`src/rtl/serial_tx_feeder.sv`:
```
// Buffered transmit front-end for quick_rs232: a byte FIFO plus a sequencer that drives
// the tx_transaction / tx_data / tx_data_ready handshake, paced by tx_data_copied and tx_busy.
module serial_tx_feeder #(
  parameter int FIFO_DEPTH          = 16,
  parameter int GAP_CYCLES          = 10,
  parameter int HOLD_CYCLES         = 10,
  parameter int COPY_TIMEOUT_CYCLES = 50000000
) (
  input  logic                          clk,
  input  logic                          rst,
  input  logic [7:0]                    in_data,
  input  logic                          in_valid,
  output logic                          in_ready,
  output logic                          tx_transaction,
  output logic [7:0]                    tx_data,
  output logic                          tx_data_ready,
  input  logic                          tx_data_copied,
  input  logic                          tx_busy,
  output logic [$clog2(FIFO_DEPTH):0]   fifo_count,
  output logic [15:0]                   sent_count,
  output logic                          timeout_err,
  output logic                          idle
);

  localparam int          AW        = $clog2(FIFO_DEPTH);
  localparam logic [AW:0] DEPTH_C   = FIFO_DEPTH[AW:0];
  localparam logic [31:0] GAP_LAST  = 32'(GAP_CYCLES - 1);
  localparam logic [31:0] HOLD_LAST = 32'(HOLD_CYCLES - 1);
  localparam logic [31:0] TO_LAST   = 32'(COPY_TIMEOUT_CYCLES - 1);

  typedef enum logic [2:0] {
    ST_IDLE    = 3'd0,
    ST_PRESENT = 3'd1,
    ST_RELEASE = 3'd2,
    ST_GAP     = 3'd3,
    ST_HOLD    = 3'd4
  } state_t;

  logic [7:0]    mem_q [FIFO_DEPTH];
  logic [AW-1:0] wr_ptr_q, wr_ptr_d;
  logic [AW-1:0] rd_ptr_q, rd_ptr_d;
  logic [AW:0]   count_q, count_d;
  logic          push_s;
  logic          pop_s;
  logic [7:0]    head_s;

  state_t        state_q;
  logic [31:0]   cnt_q;
  logic          tx_trans_q;
  logic [7:0]    tx_data_q;
  logic          tx_rdy_q;
  logic [15:0]   sent_q;
  logic          terr_q;

  // Full is judged on the registered count only, so a same-cycle pop never frees a slot early.
  assign in_ready = (count_q < DEPTH_C);
  assign push_s   = in_valid && in_ready;
  assign head_s   = mem_q[rd_ptr_q];

  // Pop decision: only in IDLE or at the final HOLD cycle, with data queued and the serializer free.
  always_comb begin
    pop_s = 1'b0;
    if ((count_q != '0) && !tx_busy) begin
      case (state_q)
        ST_IDLE: pop_s = 1'b1;
        ST_HOLD: pop_s = (cnt_q == HOLD_LAST);
        default: pop_s = 1'b0;
      endcase
    end else begin
      pop_s = 1'b0;
    end
  end

  // FIFO pointer and occupancy next-state.
  always_comb begin
    wr_ptr_d = wr_ptr_q;
    rd_ptr_d = rd_ptr_q;
    count_d  = count_q;
    if (push_s) begin
      wr_ptr_d = wr_ptr_q + AW'(1);
    end else begin
      wr_ptr_d = wr_ptr_q;
    end
    if (pop_s) begin
      rd_ptr_d = rd_ptr_q + AW'(1);
    end else begin
      rd_ptr_d = rd_ptr_q;
    end
    case ({push_s, pop_s})
      2'b10:   count_d = count_q + (AW+1)'(1);
      2'b01:   count_d = count_q - (AW+1)'(1);
      default: count_d = count_q;
    endcase
  end

  // FIFO storage; contents need no reset because occupancy gates every read.
  always_ff @(posedge clk) begin
    if (push_s) begin
      mem_q[wr_ptr_q] <= in_data;
    end
  end

  // FIFO pointers and occupancy.
  always_ff @(posedge clk or posedge rst) begin
    if (rst) begin
      wr_ptr_q <= '0;
      rd_ptr_q <= '0;
      count_q  <= '0;
    end else begin
      wr_ptr_q <= wr_ptr_d;
      rd_ptr_q <= rd_ptr_d;
      count_q  <= count_d;
    end
  end

  // Handshake sequencer with registered quick_rs232 outputs.
  always_ff @(posedge clk or posedge rst) begin
    if (rst) begin
      state_q    <= ST_IDLE;
      cnt_q      <= 32'd0;
      tx_trans_q <= 1'b0;
      tx_data_q  <= 8'h00;
      tx_rdy_q   <= 1'b0;
      sent_q     <= 16'h0000;
      terr_q     <= 1'b0;
    end else begin
      case (state_q)
        ST_IDLE: begin
          tx_trans_q <= 1'b0;
          tx_rdy_q   <= 1'b0;
          if (pop_s) begin
            tx_data_q  <= head_s;
            tx_trans_q <= 1'b1;
            tx_rdy_q   <= 1'b1;
            cnt_q      <= 32'd0;
            state_q    <= ST_PRESENT;
          end
        end
        ST_PRESENT: begin
          if (tx_data_copied) begin
            sent_q  <= sent_q + 16'd1;
            state_q <= ST_RELEASE;
          end else if (cnt_q == TO_LAST) begin
            // Abandon the byte: it is not counted and the session moves on.
            terr_q   <= 1'b1;
            tx_rdy_q <= 1'b0;
            cnt_q    <= 32'd0;
            state_q  <= ST_HOLD;
          end else begin
            cnt_q <= cnt_q + 32'd1;
          end
        end
        ST_RELEASE: begin
          if (!tx_data_copied) begin
            cnt_q   <= 32'd0;
            state_q <= ST_GAP;
          end
        end
        ST_GAP: begin
          if (cnt_q == GAP_LAST) begin
            tx_rdy_q <= 1'b0;
            cnt_q    <= 32'd0;
            state_q  <= ST_HOLD;
          end else begin
            cnt_q <= cnt_q + 32'd1;
          end
        end
        ST_HOLD: begin
          if (cnt_q == HOLD_LAST) begin
            // Counter stays saturated while data waits on a busy serializer.
            if (count_q == '0) begin
              tx_trans_q <= 1'b0;
              state_q    <= ST_IDLE;
            end else if (pop_s) begin
              tx_data_q <= head_s;
              tx_rdy_q  <= 1'b1;
              cnt_q     <= 32'd0;
              state_q   <= ST_PRESENT;
            end
          end else begin
            cnt_q <= cnt_q + 32'd1;
          end
        end
        default: begin
          tx_trans_q <= 1'b0;
          tx_rdy_q   <= 1'b0;
          cnt_q      <= 32'd0;
          state_q    <= ST_IDLE;
        end
      endcase
    end
  end

  assign tx_transaction = tx_trans_q;
  assign tx_data        = tx_data_q;
  assign tx_data_ready  = tx_rdy_q;
  assign fifo_count     = count_q;
  assign sent_count     = sent_q;
  assign timeout_err    = terr_q;
  assign idle           = (state_q == ST_IDLE) && (count_q == '0);

endmodule

```
`config.mk`:
```
export PLATFORM = sky130hd
export DESIGN_NAME = serial_tx_feeder
export DESIGN_NICKNAME = d
export VERILOG_FILES = /design/src/rtl/serial_tx_feeder.sv
export SDC_FILE = /design/constraint.sdc
export NUM_CORES = 1
export LEC_CHECK = 0
export CORE_ASPECT_RATIO = 0.7
export CORE_MARGIN = 1.5
export CORE_UTILIZATION = 50
export CTS_CLUSTER_DIAMETER = 120
export CTS_CLUSTER_SIZE = 16
export DETAILED_ROUTE_END_ITERATION = 8
export DONT_BUFFER_PORTS = 1
export GPL_ROUTABILITY_DRIVEN = 0
export PLACE_DENSITY_LB_ADDON = 0.15
export SLEW_MARGIN = 15
export SYNTH_ARGS = -nofsm -noshare
export SYNTH_HDL_FRONTEND = slang
export SYNTH_SLANG_ARGS = --single-unit
export TNS_END_PERCENT = 20
```
`constraint.sdc`:
```
create_clock -name clk -period 10.8 [get_ports clk]
set_input_delay 1.62 -clock clk [delete_from_list [all_inputs] [get_ports clk]]
set_output_delay 1.62 -clock clk [all_outputs]
set_load 0.03 [all_outputs]
```
==> parameters.txt <==
Parameter                              Value

Status
  Status ... complete, no violations

Global routing
  Initial antenna violation count ... 0
  Total gr overflow ... 0
  Number of global-route vias before repair ... 5485
  First-pass GRT wire length ... 31000 um
  Pin count of the biggest net entering global routing ... 43
  Global-route total usage across every layer ... 0.206

Flow run
  # Max-Cap Violations ... 0

Worst setup path
  Capturing point of the worst reg2reg path ... fifo_count[4]
  Launching instance or port of the critical path ... fifo_count[1]
  Capture point of the critical path ... idle
  Worst setup EP type ... primary output
  Data required time of the worst path ... 9.18 ns
  Critical path class ... flip-flop to primary output
  Startpoint types ... flip-flop
  R2R setup slack ... 6.90 ns
  Maximum fanout along the worst path ... 8
  R2R depth ... 14
  Arr. time, crit path ... approximately 2.3 ns
  Worst reg2reg startpoint ... cnt_q[16]

Floorplan
  Starting utilization of the core area ... 0.512
  Die height ... ~120 um
  Cell Rows ... 41
  Top-Level Pins ... 47
  Standard cell core area ... 18100 um2
  Floorplan die area ... just under 20000 um2
  Die outline width ... 166 um

Clock tree
  Number of buffers created by CTS ... 16
  Clock root buffer ... clkbuf_16
  Number of buffers added to fix hold violations after cts ... 0
  Number of H-tree levels ... 1
  Resized Gates After CTS ... 0
  Clk sinks ... 203
  Clock network latency to the later pin of the worst-skew pair ... 0.48 ns
  Number of buffers added for setup after CTS ... 0
  TritonCTS clock tree ... done
  Clock slew at reported path FFs ... 0.08 ns
  Clk buf depth ... 3

Place
  Placed inst area ... ~9400 um2
  Total instance count after detailed placement ... 889
  Final HPWL DP ... 13300 um
  Buffers added on ports ... 0

Cells and area
  Layout Area Growth over Synthesis ... 6.63%
  Number of diodes added for antenna fixing ... 0
  Fraction of layout instances using a drive strength above 1 ... 0.113
  Number of nets in the finished design ... 696
  Count of placed standard cells in the final layout, fillers left out ... slightly above 900
  Leading cell types in the layout, fill and taps excluded ... edfxtp_1 (128), dfrtp_1 (74), nand2_1 (52), nor2_1 (35), o21ai_0 (27)
  Area used by multi-input combinational logic ... ~3300 um2
  Final std cell area, no fill ... 9870 um2
  Most common cell after layout, fill and taps aside ... edfxtp_1
  Number of fillers in the final layout ... roughly 1500
  Seq. cell area ... around 5700 um2

Yosys
  Synth top area cells ... edfxtp_1 (42%), dfrtp_1 (20%), mux4_2 (6.3%)
  Fraction of synthesis flops using an asynchronous set or reset pin ... 0.369
  Count of cell types in the netlist ... 67
  Proportion of netlist area held by the largest area contributor ... 0.415
  Ys flop type ... edfxtp_1
  Gate count after technology mapping ... 682
  Biggest area consumer among synthesized cells ... edfxtp_1
  Count of flip-flops with a built-in enable after synthesis ... 128
  Part of the Yosys area used for sequential elements ... 0.618
  Number of warnings issued by yosys ... 0
  Post-synthesis instance area ... 9250 um2
  Flop and latch count out of synthesis ... 203
  Number of nets in the synthesized netlist ... ~710
  Syn Area/Cell ... 13.6 um2

STA
  Final Hold Viols ... 0
  Transition time at the pin with the least slew margin ... roughly 0.96 ns
  Crit share post-route ... 0.367
  Clock skew ... 0.0187 ns
  Tmin final ... between 3 and 4 ns
  Top achievable clock speed ... 253 MHz
  Setup violation total in the final timing report ... 0
  Max-slew violation total from the final report ... 0
  RSZ-0062 raised after global routing ... false
  Worst rel slew slack ... 0.356
  Sum of negative setup slack ... 0 ns

Power and ir drop
  Pwr/cell area ... 241 nW/um2
  Leakage power of the design ... approximately 0.0036 uW
  Worst-case vdd ir drop ... ~0.18 mV

Route
  Via total after detailed routing ... 5635
  Number of design rule violations left after detail routing ... 0
  Final antenna-violating net count ... 0
  Vias/cell ... 6.15
  Detailed-routing iteration count for the pre-antenna-repair pass ... 7
  Post-Route WL ... slightly below 20000 um
  Number of violations reported at the end of detailed-routing iteration 0 ... 559
  Mean routed wirelength per cell ... 21.6 um

Min path
  Kind of path behind the tightest hold check ... flip-flop to flip-flop
-- through the flow --
step	power [uW]	utilization	setup slack [ns]	hold WS [ns]
after global routing	2500	0.546	6.54	0.536
after detailed placement	1830	0.520	6.61	0.516
after global placement	1810	0.520	6.67	0.493
final	2380	0.546	6.84	0.517
after floorplan	1670	-	6.75	0.473
after CTS	2390	0.546	6.81	0.525
-- Yosys cell counts, types with 11 or more instances --
cell	n
clkbuf_1	16
nor2_1	35
xor2_1	12
nor4_1	11
xnor2_1	17
nand4_1	12
mux2i_1	15
nand2_1	52
o21ai_0	27
ha_1	12
mux4_2	26
edfxtp_1	128
nand3_1	20
and2_1	24
dfrtp_1	75
inv_1	18
nor3_1	13
a21oi_1	17
-- where the power goes --
part           leakage (uW)  internal [uW]  switching [uW]
registers           0.00213            910             170
clock network      0.000226            294             267
logic               0.00121            306             427
-- worst max-delay path, stage by stage (launching register included) --
cell and delay [ns]:
dfrtp_1 0.57, nor4_1 0.51, nand2_1 0.21, nor4_1 0.34, buf_4 0.24
-- registers in the layout (all words and copies together) (netlist names) --
signal / count
tx_data_ready: 1
rd_ptr_q: 4
cnt_q: 32
wr_ptr_q: 4
state_q: 3
tx_data: 8
timeout_err: 1
sent_count: 16
mem_q: 128
tx_transaction: 1
fifo_count: 5
-- cells by family after synthesis --
group	synth area share
multiplexers	0.0905
flip-flops	0.618
buffers and inverters	0.0292
AO/OA/AOI/OAI	0.0998
XOR/XNOR	0.0274
AND/OR/NAND/NOR	0.119
adder cells (fa/ha/maj)	0.0162
-- final cells by class --
cell class              count  area share
inverters                  18     0.00697
clock inverters             1    0.000634
repair buffers              6     0.00457
clock buffers              27      0.0469
flip-flops and latches    203       0.580
well taps                 236      0.0299
multi-input cells         426       0.331
-- worst min-delay path by stage --
stage / start / end / slack, ns / cells past startpoint
4_1_cts: cnt_q[27] / cnt_q[27] / 0.53 / 1
2_1_floorplan: cnt_q[27] / cnt_q[27] / 0.47 / 1
3_5_place_dp: cnt_q[27] / cnt_q[27] / 0.52 / 1
3_3_place_gp: cnt_q[27] / cnt_q[27] / 0.49 / 1
5_1_grt: cnt_q[27] / cnt_q[27] / 0.54 / 1
6_report: cnt_q[27] / cnt_q[27] / 0.52 / 1
-- metal layers --
metal  part of all wire  global-route usage  up-vias
met5                  0                   0        -
met4              0.020              0.0486        0
met3              0.067              0.0407       31
met2               0.42               0.293      187
met1               0.50               0.327     2836
li1                   -                   -     2581
No activity file was read; power rests on OpenSTA's default activity.
